## src/rtl/proc_pkg.sv

```systemverilog
// ============================================================================
// Module : proc_pkg
// Brief  : Shared state, opcode and ALU-select definitions for the fetch/decode
//          controller.
// Rev    : 1.0  initial release
// ============================================================================
`default_nettype none

package proc_pkg;

   typedef enum logic [3:0] {
      S_INIT   = 4'd0,
      S_FETCH  = 4'd1,
      S_DECODE = 4'd2,
      S_NOOP   = 4'd3,
      S_LOAD_A = 4'd4,
      S_LOAD_B = 4'd5,
      S_STORE  = 4'd6,
      S_ADD    = 4'd7,
      S_SUB    = 4'd8,
      S_HALT   = 4'd9
   } state_e;

   localparam logic [3:0] OP_NOOP  = 4'b0000;
   localparam logic [3:0] OP_STORE = 4'b0001;
   localparam logic [3:0] OP_LOAD  = 4'b0010;
   localparam logic [3:0] OP_ADD   = 4'b0011;
   localparam logic [3:0] OP_SUB   = 4'b0100;
   localparam logic [3:0] OP_HALT  = 4'b0101;

   localparam logic [2:0] ALU_PASS = 3'd0;
   localparam logic [2:0] ALU_ADD  = 3'd1;
   localparam logic [2:0] ALU_SUB  = 3'd2;

   // Unassigned opcodes fall back to NOOP so stray ROM words are harmless.
   function automatic state_e decode_op(input logic [3:0] opcode);
      case (opcode)
         OP_STORE: decode_op = S_STORE;
         OP_LOAD:  decode_op = S_LOAD_A;
         OP_ADD:   decode_op = S_ADD;
         OP_SUB:   decode_op = S_SUB;
         OP_HALT:  decode_op = S_HALT;
         default:  decode_op = S_NOOP;
      endcase
   endfunction

endpackage

`default_nettype wire

```

## src/rtl/instruction_register.sv

```systemverilog
// ============================================================================
// Module : instruction_register
// Brief  : 16-bit holding register with load enable and synchronous clear.
// Rev    : 1.0  initial release
// ============================================================================
`default_nettype none

module instruction_register (
   input  logic        clk,
   input  logic        clr,
   input  logic        ld,
   input  logic [15:0] ir_in,
   output logic [15:0] ir_out
);

   logic [15:0] data_d;
   logic [15:0] data_q;

   always_comb begin
      data_d = data_q;
      if (ld) begin
         data_d = ir_in;
      end
   end

   always_ff @(posedge clk) begin
      if (clr) begin
         data_q <= 16'h0000;
      end else begin
         data_q <= data_d;
      end
   end

   assign ir_out = data_q;

endmodule

`default_nettype wire

```

## src/rtl/fetch_decode_controller.sv

```systemverilog
// ============================================================================
// Module : fetch_decode_controller
// Brief  : Multi-cycle fetch/decode/execute sequencer driving PC, data memory,
//          register file and ALU control strobes.
// Rev    : 1.0  initial release
// ============================================================================
`default_nettype none

module fetch_decode_controller (
   input  logic        clk,
   input  logic        clear,
   input  logic [15:0] rom_q,
   output logic        pc_up,
   output logic        pc_clr,
   output logic [7:0]  d_addr,
   output logic        d_wr,
   output logic [3:0]  rf_ra_addr,
   output logic [3:0]  rf_rb_addr,
   output logic [3:0]  rf_w_addr,
   output logic        rf_ra_rd,
   output logic        rf_rb_rd,
   output logic        rf_w_wr,
   output logic        rf_s,
   output logic [2:0]  alu_s0,
   output logic [3:0]  state_out,
   output logic        halted
);

   import proc_pkg::*;

   state_e      state_d;
   state_e      state_q;
   logic [15:0] ir_q;
   logic        ir_ld;

   assign ir_ld = (state_q == S_FETCH);

   instruction_register u_ir (
      .clk    (clk),
      .clr    (clear),
      .ld     (ir_ld),
      .ir_in  (rom_q),
      .ir_out (ir_q)
   );

   always_ff @(posedge clk) begin
      if (clear) begin
         state_q <= S_INIT;
      end else begin
         state_q <= state_d;
      end
   end

   always_comb begin
      state_d = S_INIT;
      case (state_q)
         S_INIT:   state_d = S_FETCH;
         S_FETCH:  state_d = S_DECODE;
         S_DECODE: state_d = decode_op(ir_q[15:12]);
         S_LOAD_A: state_d = S_LOAD_B;
         S_NOOP,
         S_LOAD_B,
         S_STORE,
         S_ADD,
         S_SUB:    state_d = S_FETCH;
         S_HALT:   state_d = S_HALT;
         default:  state_d = S_INIT;
      endcase
   end

   always_comb begin
      pc_up      = 1'b0;
      pc_clr     = 1'b0;
      d_addr     = 8'h00;
      d_wr       = 1'b0;
      rf_ra_addr = 4'h0;
      rf_rb_addr = 4'h0;
      rf_w_addr  = 4'h0;
      rf_ra_rd   = 1'b0;
      rf_rb_rd   = 1'b0;
      rf_w_wr    = 1'b0;
      rf_s       = 1'b0;
      alu_s0     = ALU_PASS;
      halted     = 1'b0;
      case (state_q)
         S_INIT:  pc_clr = 1'b1;
         S_FETCH: pc_up  = 1'b1;
         // Two-cycle load: LOAD_A presents the address, LOAD_B writes the RAM data back.
         S_LOAD_A, S_LOAD_B: begin
            d_addr    = ir_q[11:4];
            rf_w_addr = ir_q[3:0];
            rf_s      = 1'b1;
            rf_w_wr   = (state_q == S_LOAD_B);
         end
         S_STORE: begin
            rf_ra_addr = ir_q[11:8];
            rf_ra_rd   = 1'b1;
            d_addr     = ir_q[7:0];
            d_wr       = 1'b1;
         end
         S_ADD, S_SUB: begin
            rf_ra_addr = ir_q[11:8];
            rf_rb_addr = ir_q[7:4];
            rf_w_addr  = ir_q[3:0];
            rf_ra_rd   = 1'b1;
            rf_rb_rd   = 1'b1;
            rf_w_wr    = 1'b1;
            alu_s0     = (state_q == S_ADD) ? ALU_ADD : ALU_SUB;
         end
         S_HALT:  halted = 1'b1;
         default: ;
      endcase
   end

   assign state_out = state_q;

endmodule

`default_nettype wire

```

## config.mk

```make
export PLATFORM = sky130hd
export DESIGN_NAME = fetch_decode_controller
export DESIGN_NICKNAME = d
export VERILOG_FILES = /design/src/rtl/proc_pkg.sv /design/src/rtl/instruction_register.sv /design/src/rtl/fetch_decode_controller.sv
export SDC_FILE = /design/constraint.sdc
export NUM_CORES = 1
export LEC_CHECK = 0
export BUFFER_PORTS_ARGS = -buffer_cell sky130_fd_sc_hd__buf_4
export CAP_MARGIN = 20
export CELL_PAD_IN_SITES_DETAIL_PLACEMENT = 1
export CELL_PAD_IN_SITES_GLOBAL_PLACEMENT = 1
export CORE_ASPECT_RATIO = 1.2
export CORE_MARGIN = 10
export CORE_UTILIZATION = 31
export CTS_CLUSTER_DIAMETER = 60
export DETAILED_ROUTE_END_ITERATION = 10
export PLACE_DENSITY = 0.84
export SLEW_MARGIN = 0
export SYNTH_ARGS = -nofsm -noshare
export SYNTH_HDL_FRONTEND = slang
export SYNTH_SLANG_ARGS = --single-unit
```

## constraint.sdc

```tcl
create_clock -name clk -period 2.25 [get_ports clk]
set_input_delay 0.45 -clock clk [delete_from_list [all_inputs] [get_ports clk]]
set_output_delay 0.45 -clock clk [all_outputs]
set_load 0.01 [all_outputs]
```

Word-level counts from Yosys, hierarchy flattened

Cells that the tools add are included.
Widths: inputs -> output; s select.

Word-level logic and storage cells: 38
Output and inout port bits: 35
Input port bits: 18
Bits in registers: 20

Eq/ne operators: 14
Mux-type cells: 16
Reductions and logical operators: 6

Operators by type and width:

| kind               | number |
|---|---|
| $pmux 4 s5         | 2 |
| $eq 4x3->1 const B | 6 |
| $eq 4x2->1 const B | 4 |
| $pmux 8 s2         | 1 |
| $mux 4             | 3 |
| $eq 4x1->1 const B | 2 |
| $eq 4x4->1 const B | 2 |
| $mux 1             | 7 |
| $reduce_or 6->1    | 1 |
| $logic_not 4->1    | 1 |
| $mux 2             | 2 |
| $reduce_or 2->1    | 2 |
| $reduce_or 4->1    | 1 |
| $reduce_or 3->1    | 1 |
| $pmux 1 s2         | 1 |

Longest topological paths before layout

Gate-level depths: netlist of the first run.

Word-level depth: 3
Gate-level depth with buffers: 7

Cells and area by module

Synthesis of the first run repeated with hierarchy kept, for this count alone.

Cell total of the unflattened synthesis: 120
Area total of the unflattened synthesis: 1092.3 um^2

Modules (own cells, without submodules):

| module                  | cells each | times used | sequential area each (um^2) | area an instance (um^2) |
|---|---|---|---|---|
| instruction_register    | 52         | 1          | 320.3                       | 580.6 |
| fetch_decode_controller | 68         | 1          | 80.1                        | 511.7 |

Least setup slack after synthesis of the first run

OpenSTA, ideal clock, no wires.

Kind: reg-to-output
Start: register state_q[0] (netlist: state_out[0])
End: output rf_rb_addr[0]
Buffers on the path: 1
Stages on the path, launching flop included: 5
Data required time: 1800 ps
Arrival: 1468 ps
Slack: 332 ps
Cells stage by stage: dfxtp_1 -> buf_2 -> or4b_1 -> nand2b_1 -> and2_1

Word-level cells in the longest chain between the ends: 3

RTL lines:

| what                                            | line                          | text |
|---|---|---|
| start: declaration                              | fetch_decode_controller.sv:32 | `state_e state_q;` |
| start signal: assignment                        | fetch_decode_controller.sv:50 | `state_q <= state_d;` |
| $eq 4x3->1 / $eq 4x4->1 (equally long branches) | fetch_decode_controller.sv:85 | `case (state_q)` |
| $reduce_or 2->1 *                               | n/a                           |  |
| $mux 4 *                                        | fetch_decode_controller.sv:85 |  |
| end: declaration                                | fetch_decode_controller.sv:18 | `output logic [3:0] rf_rb_addr,` |

Mark *: on every way between the ends. The rest lies on a longest branch, timed or not.

Worst setup path after layout of the first run

Start: register state_q[2] (netlist: state_out[2])
End: output pc_up

Word-level cells in the longest chain between the ends: 2

RTL lines:

| what             | line                          | text |
|---|---|---|
| $eq 4x1->1       | fetch_decode_controller.sv:85 |  |
| $mux 1           | fetch_decode_controller.sv:85 |  |
| end: declaration | fetch_decode_controller.sv:13 | `output logic pc_up,` |

No other way between the ends.

==> results of run 1 <==
[final cells by class]
type                            count  area [um^2]
Sequential cell                    20        401.6
Clock buffer                        3        41.29
Multi-Input combinational cell    103        618.1
Fill cell                         418         1826
Timing Repair Buffer               54        417.9
Tap cell                           37        46.29
Inverter                            3        16.27
[worst paths after layout]
check                           slack, ns  cells after the start                           to                   startpoint
worst max-delay path                 0.10                      3                        pc_up      state_out[2]$_SDFF_PP0_
worst min-delay path                 0.44                      3  u_ir.ir_out[3]$_SDFFE_PP0P_                     rom_q[3]
worst max register to register       0.55                      3      state_out[0]$_SDFF_PP0_      state_out[1]$_SDFF_PP0_
worst min register to register       0.48                      2  u_ir.ir_out[3]$_SDFFE_PP0P_  u_ir.ir_out[3]$_SDFFE_PP0P_
[state kept, by name, summed over array words and instances (netlist names)]
signal / cells
state_out: 4
u_ir.ir_out: 16
[cells by family (layout without fill, tap and decap cells)]
| group | after synthesis | after routing | share of synthesized area |
|---|---|---|---|
| compound gates | 33 | 33 | 0.2042 |
| xor+xnor | 1 | 1 | 0.008075 |
| simple gates | 68 | 68 | 0.3287 |
| flops | 20 | 20 | 0.3691 |
| other cells | 1 | 1 | 0.003457 |
| buf+inv | 13 | 60 | 0.08651 |
[power by group through the flow]
stage / Clock (mW) / Combinational (mW) / Sequential (mW)
3_3_place_gp: 0 / 0.306 / 0.467
3_5_place_dp: 0 / 0.321 / 0.473
4_1_cts: 0.238 / 0.327 / 0.465
6_report: 0.235 / 0.328 / 0.467
5_1_grt: 0.259 / 0.369 / 0.476
2_1_floorplan: 0 / 0.241 / 0.449
[metrics by stage]
| stage | setup slack, ns | instance area [um^2] |
|---|---|---|
| after global placement | 0.2979 | 1451 |
| after global routing | 0.009345 | 1541 |
| after detailed placement | 0.1908 | 1451 |
| final | 0.1039 | 1541 |
| after CTS | 0.04294 | 1503 |
| after floorplan | 0.3319 | 1085 |
[timing repair]
action                                  CTS  global route
buffers inserted                          0             1
endpoints found under the setup margin   12            12
gates resized for setup                   3             4
pin swaps                                 0             1
gates cloned                              0             0
[cell usage in the layout (no fill, tap or decap), drive strengths merged]
cell     n
a21oi   17
buf     54
nand2b   5
o21a     4
nor3b    1
conb     1
dfxtp   20
nand2   34
clkbuf   3
nor2     4
clkinv   1
o21ai    3
o311a    1
and3     4
nand3b   1
nor3     3
nor4     2
inv      2
and2     8
xnor2    1
or4b     3
a22o     8
and3b    1
or4      1
and4b    1
[routing by layer]
layer | up-vias | part of all wire | global-route usage
met5 | - | 0 | 0
met4 | 0 | 0.025 | 0.05433
met3 | 7 | 0.081 | 0.04711
met2 | 40 | 0.49 | 0.2034
met1 | 549 | 0.41 | 0.1475
li1 | 558 | - | -
[worst reg2reg max path, stage by stage, from the launching register on]
cell and delay (ns):
dfxtp_1 0.49, buf_4 0.21, or4b_1 0.51, o311a_1 0.38
==> impl_metrics.toml, run 1 <==
[synth]
syn-num-nets = 154
ys_seq_area_frac = 0.3691
synthCells = 136
yosys-top-cells-area = "dfxtp_1 (37%), nand2_1 (12%), a21oi_1 (6.9%), a22o_1 (6.5%), and2_1 (4.6%)"
yosysMostFrequentCell = "nand2_1"
yosys_warnings = 0
yosysTopAreaCell = "dfxtp_1"
ys_async_sr_fraction = 0
synth_edf_count = 0
synth_commonest_cells = "nand2_1 (34), dfxtp_1 (20), a21oi_1 (15)"
synth_cell_type_count = 33
ys_ff_latch = 20
synth_area_mm2 = 0.001085
synth.avg_cell_area_um2 = 7.976
synth_ff_type = "dfxtp_1"
synth.top_cell.area_share = 0.3691

[clock_network]
numCtsBuffers = 3
clock_latency_ns = 0.26
cts_tree = "yes"
cts_sinks = 20
cts_buffer_depth = 2
cts_root_buf = "clkbuf_8"
htree_levels = 1
hold_buffers = 0
cts.clk_slew.worst_paths_ns = 0.07

[grt]
grt_start_max_net_pins = 19
grt_antenna_before_repair = 0
grt_pass1_wl_mm = 6.458
track_usage = 0.1277
grt-ovfl-total = 0
grt_pass1_vias = 1264

[detailed_routing]
drcViolationCount = 0
vias_per_cell = 5.245
wire_per_inst_um = 18.12
vias = 1154
postRouteAntennaNets = 0
first_iter_violations = 46
totalWireLength_mm = 3.987
dr.pass1.iters = 4

[setup_path]
cp_data_arrival_time_ns = 1.70
critPathBufInv = 2
cp.required_ns = 1.80
cp-start-kind = "flop"
critPathSlowestCell = "or4b_4"
crit_type = "reg -> out"
cp-end-kind = "output port"
crit_chain = "or4b_4, clkinv_4, buf_4"
critical_path.top_delay_family = "simple AND/OR/NAND/NOR gates"
crit_fanout = 18
slowest_delay_ns = 0.69

[timing]
final_max_slew_viol_count = 0
rsz0062_at_grt = "no"
clock_skew_ns = 0.002181
finalCritPeriodShare = 0.9538
fmax_mhz = 466.0
hold_violations = 0
finalSetupViolations = 0
hold_slack_ns = 0.4378
fin_tns_setup_ns = 0
period_needed_ns = 2.146

[run_status]
status = "finished, final reports clean"

[worst_hold_path]
hold_path.class = "in -> reg"

[power]
p_sw_mw = 0.3678
power_density_mw_per_mm2 = 668.5
intPower_mw = 0.6627
p_comb_frac = 0.318
sw_frac_of_total = 0.3569
clkPwrFrac = 0.228
p_leak_nw = 0.7057
vdd_ir_drop_max_mv = 0.3580
p_seq_frac = 0.453
power_mw = 1.031

[finish]
diodes = 0
final_layout_size_suffix_gt1_frac = 0.3716
final_util = 0.4578
fin_cells = 220
fin_nets = 203
area_growth_pct = 42.10

[die]
coreArea_mm2 = 0.003367
ios = 53
dieHeight_um = 84.80
die_area_mm2 = 0.006275
initial_utilization = 0.3222
die_w_um = 74
num_rows = 23

[placement]
gp_congestion = 0.7473
hpwl_mm = 3.115
port_buffers = 51
dp_cells = 216

[flow_run]
maxCapViolations = 0
Note: power is estimated with default switching activity, not from simulation.
==> inputs of run 2 (changes only) <==
--- a/config.mk
+++ b/config.mk
@@ -5,16 +5,16 @@
 export SDC_FILE = /design/constraint.sdc
 export NUM_CORES = 1
 export LEC_CHECK = 0
-export BUFFER_PORTS_ARGS = -buffer_cell sky130_fd_sc_hd__buf_4
 export CAP_MARGIN = 20
 export CELL_PAD_IN_SITES_DETAIL_PLACEMENT = 1
 export CELL_PAD_IN_SITES_GLOBAL_PLACEMENT = 1
 export CORE_ASPECT_RATIO = 1.2
 export CORE_MARGIN = 10
-export CORE_UTILIZATION = 31
+export CORE_UTILIZATION = 42
 export CTS_CLUSTER_DIAMETER = 60
 export DETAILED_ROUTE_END_ITERATION = 10
-export PLACE_DENSITY = 0.84
+export DONT_BUFFER_PORTS = 1
+export PLACE_DENSITY = 0.82
 export SLEW_MARGIN = 0
 export SYNTH_ARGS = -nofsm -noshare
 export SYNTH_HDL_FRONTEND = slang
==> run 2 against run 1 <==
Net effect:
- design area decreased by 27%
- die area is 20% lower
- via count shrank 18%
- hold slack lost 0.24 ns
- clock skew rose by 0.0028 ns
- sequential cell count stayed put
- register-to-register slack about the same
- first-iteration DRC count down 26%
- fmax shrank 0.91%
- critical path depth stayed put
- clock power fell by 31%
- sequential share of layout area grew 9.8 points
==> impl_metrics.toml, run 2 (same netlist as run 1, synthesis figures left out) <==
[run_status]
status = "finished, final reports clean"

[clock_network]
cts_sinks = 20
cts_tree = "yes"
hold_buffers = 0
ctsResizeCount = 0
post_cts_buffers = 0
clock_latency_ns = 0.29
htree_levels = 1
cts_buffer_depth = 2
cts_root_buf = "clkbuf_4"
numCtsBuffers = 3
cts.clk_slew.worst_paths_ns = 0.11

[placement]
dp_cells = 165
gp_congestion = 0.7688
hpwl_mm = 2.683
port_buffers = 0
pre_cts_ws_ns = 0.3376

[finish]
fillers = 321
fin_nets = 155
multi_input_area_um2 = 593.1
fin_cells = 168
regArea_um2 = 401.6
area_growth_pct = 3.229
diodes = 0
most-common-layout-cells = "nand2_1 (34), dfxtp_1 (19), a21oi_1 (15)"
final_common_cell = "nand2_1"
largest_register_ffs = 16
final_layout_size_suffix_gt1_frac = 0.1259

[timing]
finalSetupViolations = 0
fmax_mhz = 461.7
finalCritPeriodShare = 0.9626
hold_violations = 0
rsz0062_at_grt = "no"
period_needed_ns = 2.166
final_max_slew_viol_count = 0
clock_skew_ns = 0.004951
fin_tns_setup_ns = 0
tightest_slew_ns = 0.5617
max_slew_margin = 0.6221
fin_ws_ns = 0.08417

[setup_path]
cp-start-kind = "flop"
reg2reg_to = "state_out[1]$_SDFF_PP0_"
r2r_setup_slack_ns = 0.54
cp_data_arrival_time_ns = 1.72
r2r-start = "state_out[1]$_SDFF_PP0_"
crit_fanout = 18
reg2regPathDepth = 5
crit_type = "reg -> out"
cp-end-kind = "output port"
cp.required_ns = 1.80

[grt]
track_usage = 0.1312
grt_pass1_vias = 1002
grt-ovfl-total = 0
grt_start_max_net_pins = 19
grt_pass1_wl_mm = 5.106
grt_antenna_before_repair = 0

[detailed_routing]
first_iter_violations = 34
vias_per_cell = 5.625
drcViolationCount = 0
totalWireLength_mm = 3.298
vias = 945
wire_per_inst_um = 19.63
dr.pass1.iters = 2
postRouteAntennaNets = 0

[die]
initial_utilization = 0.4335
die_area_mm2 = 0.005024
dieHeight_um = 75.67
die_w_um = 66.40
coreArea_mm2 = 0.002502
ios = 53
num_rows = 20

[power]
p_leak_nw = 0.4359
p_sw_mw = 0.3151
p_seq_frac = 0.522
p_comb_frac = 0.293
intPower_mw = 0.5574
sw_frac_of_total = 0.3612
clkPwrFrac = 0.185
power_density_mw_per_mm2 = 779.2
vdd_ir_drop_max_mv = 0.3942

[worst_hold_path]
worstHoldPathCells = 1
min_to = "u_ir.ir_out[13]$_SDFFE_PP0P_"
min_from = "clear"
hold_path.class = "in -> reg"

[flow_run]
maxCapViolations = 0
## run 2: changes by cell type in the layout (fill, tap and decap cells not counted), sizes merged
cell / previous run / this run
buf: 54 / 6
## run 2: power groups by stage
stage | logic [mW] | clock network (mW) | registers, mW
finish | 0.256 | 0.162 | 0.455
global route | 0.290 | 0.180 | 0.465
CTS | 0.261 | 0.166 | 0.456
detailed placement | 0.260 | 0 | 0.464
global placement | 0.245 | 0 | 0.461
floorplan | 0.241 | 0 | 0.449
## run 2: stage by stage
stage | hold WS [ns] | total power, mW | cell area (um^2) | utilization
after floorplan | 0.4446 | 0.6901 | 1085 | -
after global placement | 0.4553 | 0.7060 | 1094 | 0.4370
after CTS | 0.1968 | 0.8826 | 1116 | 0.4460
after detailed placement | 0.4586 | 0.7242 | 1094 | 0.4370
after global routing | 0.1935 | 0.9338 | 1120 | 0.4475
final | 0.2027 | 0.8725 | 1120 | 0.4475
## run 2: layout make-up
type,count,share of cell area
multi-input cells,103,0.5296
flip-flops and latches,20,0.3587
repair buffers,6,0.04022
well taps,33,0.03687
clock buffers,3,0.02011
inverters,3,0.01453
## run 2: critical path, stage by stage, from the launching register on
cell,delay (ns)
dfxtp_1,0.39
buf_4,0.19
or4b_4,0.65
clkinv_4,0.19
## run 2: worst max path at each step
stage,startpoint,end,slack [ns],depth (start not counted)
floorplan,state_out[0]$_SDFF_PP0_,rf_rb_addr[0],0.33,4
global placement,state_out[1]$_SDFF_PP0_,rf_rb_addr[2],0.37,3
detailed placement,state_out[1]$_SDFF_PP0_,rf_rb_addr[0],0.34,3
CTS,state_out[1]$_SDFF_PP0_,rf_rb_addr[0],0.003,3
global route,state_out[1]$_SDFF_PP0_,rf_ra_addr[1],0.004,3
finish,state_out[1]$_SDFF_PP0_,pc_up,0.08,3
## run 2: per-layer routing
layer,share of wire,track usage,routed length (um)
met5,0,0,0
met4,0.0049,0.04196,16
met3,0.13,0.08235,445
met2,0.47,0.2087,1551
met1,0.39,0.1399,1285
==> inputs of run 3 (changes only) <==
--- a/config.mk
+++ b/config.mk
@@ -14,6 +14,7 @@
 export CTS_CLUSTER_DIAMETER = 60
 export DETAILED_ROUTE_END_ITERATION = 10
 export DONT_BUFFER_PORTS = 1
+export GPL_TIMING_DRIVEN = 0
 export PLACE_DENSITY = 0.82
 export SLEW_MARGIN = 0
 export SYNTH_ARGS = -nofsm -noshare
==> run 3 against run 2 <==
Net effect:
- total power up 9.4%
- critical endpoint is now rf_rb_addr[3]
- critical path depth up 1
- combinational power increased by 27%
- hold slack improved by 0.077 ns
==> impl_metrics.toml, run 3 (same netlist as run 1, synthesis figures left out) <==
[run_status]
status = "finished, final reports clean"

[grt]
grt-ovfl-total = 0
grt_start_max_net_pins = 11
track_usage = 0.1351
grt_pass1_wl_mm = 5.319
grt_antenna_before_repair = 0
grt_pass1_vias = 998

[detailed_routing]
vias = 998
postRouteAntennaNets = 0
totalWireLength_mm = 3.437
vias_per_cell = 5.736
first_iter_violations = 49
dr.pass1.iters = 4
wire_per_inst_um = 19.75
drcViolationCount = 0

[power]
p_leak_nw = 0.4764
vdd_ir_drop_max_mv = 0.3842
power_density_mw_per_mm2 = 773.9
intPower_mw = 0.5980
p_seq_frac = 0.484
p_sw_mw = 0.3567
power_mw = 0.9547
sw_frac_of_total = 0.3736
p_comb_frac = 0.340
clkPwrFrac = 0.175

[timing]
max_slew_margin = 0.6340
fmax_mhz = 462.2
period_needed_ns = 2.164
tightest_slew_ns = 0.5478
finalSetupViolations = 0
clock_skew_ns = 0.002444
finalCritPeriodShare = 0.9617
hold_slack_ns = 0.2802
fin_tns_setup_ns = 0
final_max_slew_viol_count = 0
hold_violations = 0

[die]
die_w_um = 66.40
num_rows = 20
die_area_mm2 = 0.005024
initial_utilization = 0.4335
coreArea_mm2 = 0.002502
dieHeight_um = 75.67
ios = 53

[setup_path]
slowest_delay_ns = 0.55
critPathSlowestCell = "or4b_4"
cp_data_arrival_time_ns = 1.71
cp-start-kind = "flop"
worstSetupStartpoint = "state_out[0]$_SDFF_PP0_"
crit_type = "reg -> out"
cp.required_ns = 1.80
crit_fanout = 11
cp-end-kind = "output port"
crit_chain = "buf_4, or4b_4, nand2b_4, and2_1"
r2r-start = "state_out[2]$_SDFF_PP0_"

[clock_network]
cts_sinks = 20
htree_levels = 1
clock_latency_ns = 0.29
cts_tree = "yes"
cts_root_buf = "clkbuf_4"
cts.clk_slew.worst_paths_ns = 0.11
cts_buffer_depth = 2
numCtsBuffers = 3

[finish]
final_util = 0.4930
fin_nets = 161
diodes = 0
most-common-layout-cells = "nand2_1 (34), dfxtp_1 (16), a21oi_1 (15)"
final_common_cell = "nand2_1"
largest_register_ffs = 16
fin_area_mm2 = 0.001234
area_growth_pct = 13.73
final_layout_size_suffix_gt1_frac = 0.2270
fillers = 321

[worst_hold_path]
min_from = "rom_q[11]"
hold_path.class = "in -> reg"

[placement]
port_buffers = 0
hpwl_mm = 2.638
gp_congestion = 0.8058
place_area_mm2 = 0.001126

[flow_run]
maxCapViolations = 0
[run 3: cell types whose count changed in the layout (fill, tap and decap cells not counted), sizes merged]
cell,previous run,this run
buf,6,10
clkbuf,3,4
nor3,3,4
[run 3: path summary, 6_finish.rpt]
kind	endpoint	slack, ns	cells after the start
worst max-delay path	rf_rb_addr[3]	0.09	4
worst min-delay path	u_ir.ir_out[11]$_SDFFE_PP0P_	0.28	2
worst max register to register	u_ir.ir_out[14]$_SDFFE_PP0P_	0.59	7
worst min register to register	u_ir.ir_out[10]$_SDFFE_PP0P_	0.49	2
[run 3: per-layer routing]
metal | routed length (um) | track usage | share of wire
met4 | 17 | 0.04196 | 0.0049
met5 | 0 | 0 | 0
met1 | 1431 | 0.1596 | 0.42
met3 | 382 | 0.06618 | 0.11
met2 | 1605 | 0.2098 | 0.47
[run 3: cell type report]
class                      instances  area (um^2)  area share
buffer                            10        85.08     0.06897
clock buffer                       3        22.52     0.01826
inverter                           3        16.27     0.01318
multi-input combinational        104        653.1      0.5294
sequential                        20        407.9      0.3306
tap                               33        41.29     0.03347
timing repair buffer               1        7.507    0.006085
[run 3: metrics by stage]
stage                     cells  setup slack (ns)
final                       174           0.08624
after global routing        174          -0.01767
after CTS                   172          -0.04827
after detailed placement    169           0.09576
after global placement      169           0.09334
after floorplan             136            0.3319
[run 3: repair_timing]
action,CTS,global route
hold buffers,0,0
endpoints found under the hold margin,0,0
gates cloned,0,1
setup endpoints to repair,16,20
pin swaps,0,3
buffers inserted,0,1
resized for setup,8,13
[run 3: power groups by stage]
stage | clock network [mW] | logic (mW) | registers, mW
global route | 0.191 | 0.361 | 0.473
CTS | 0.173 | 0.313 | 0.459
detailed placement | 0 | 0.299 | 0.467
global placement | 0 | 0.287 | 0.463
floorplan | 0 | 0.241 | 0.449
finish | 0.167 | 0.325 | 0.462
[run 3: worst max-delay path, delay by kind of cell (launching register included)]
family	cells	cell delay [ns]
and+or+nand+nor	3	0.88
buffers and inverters	1	0.18
DFF	1	0.36
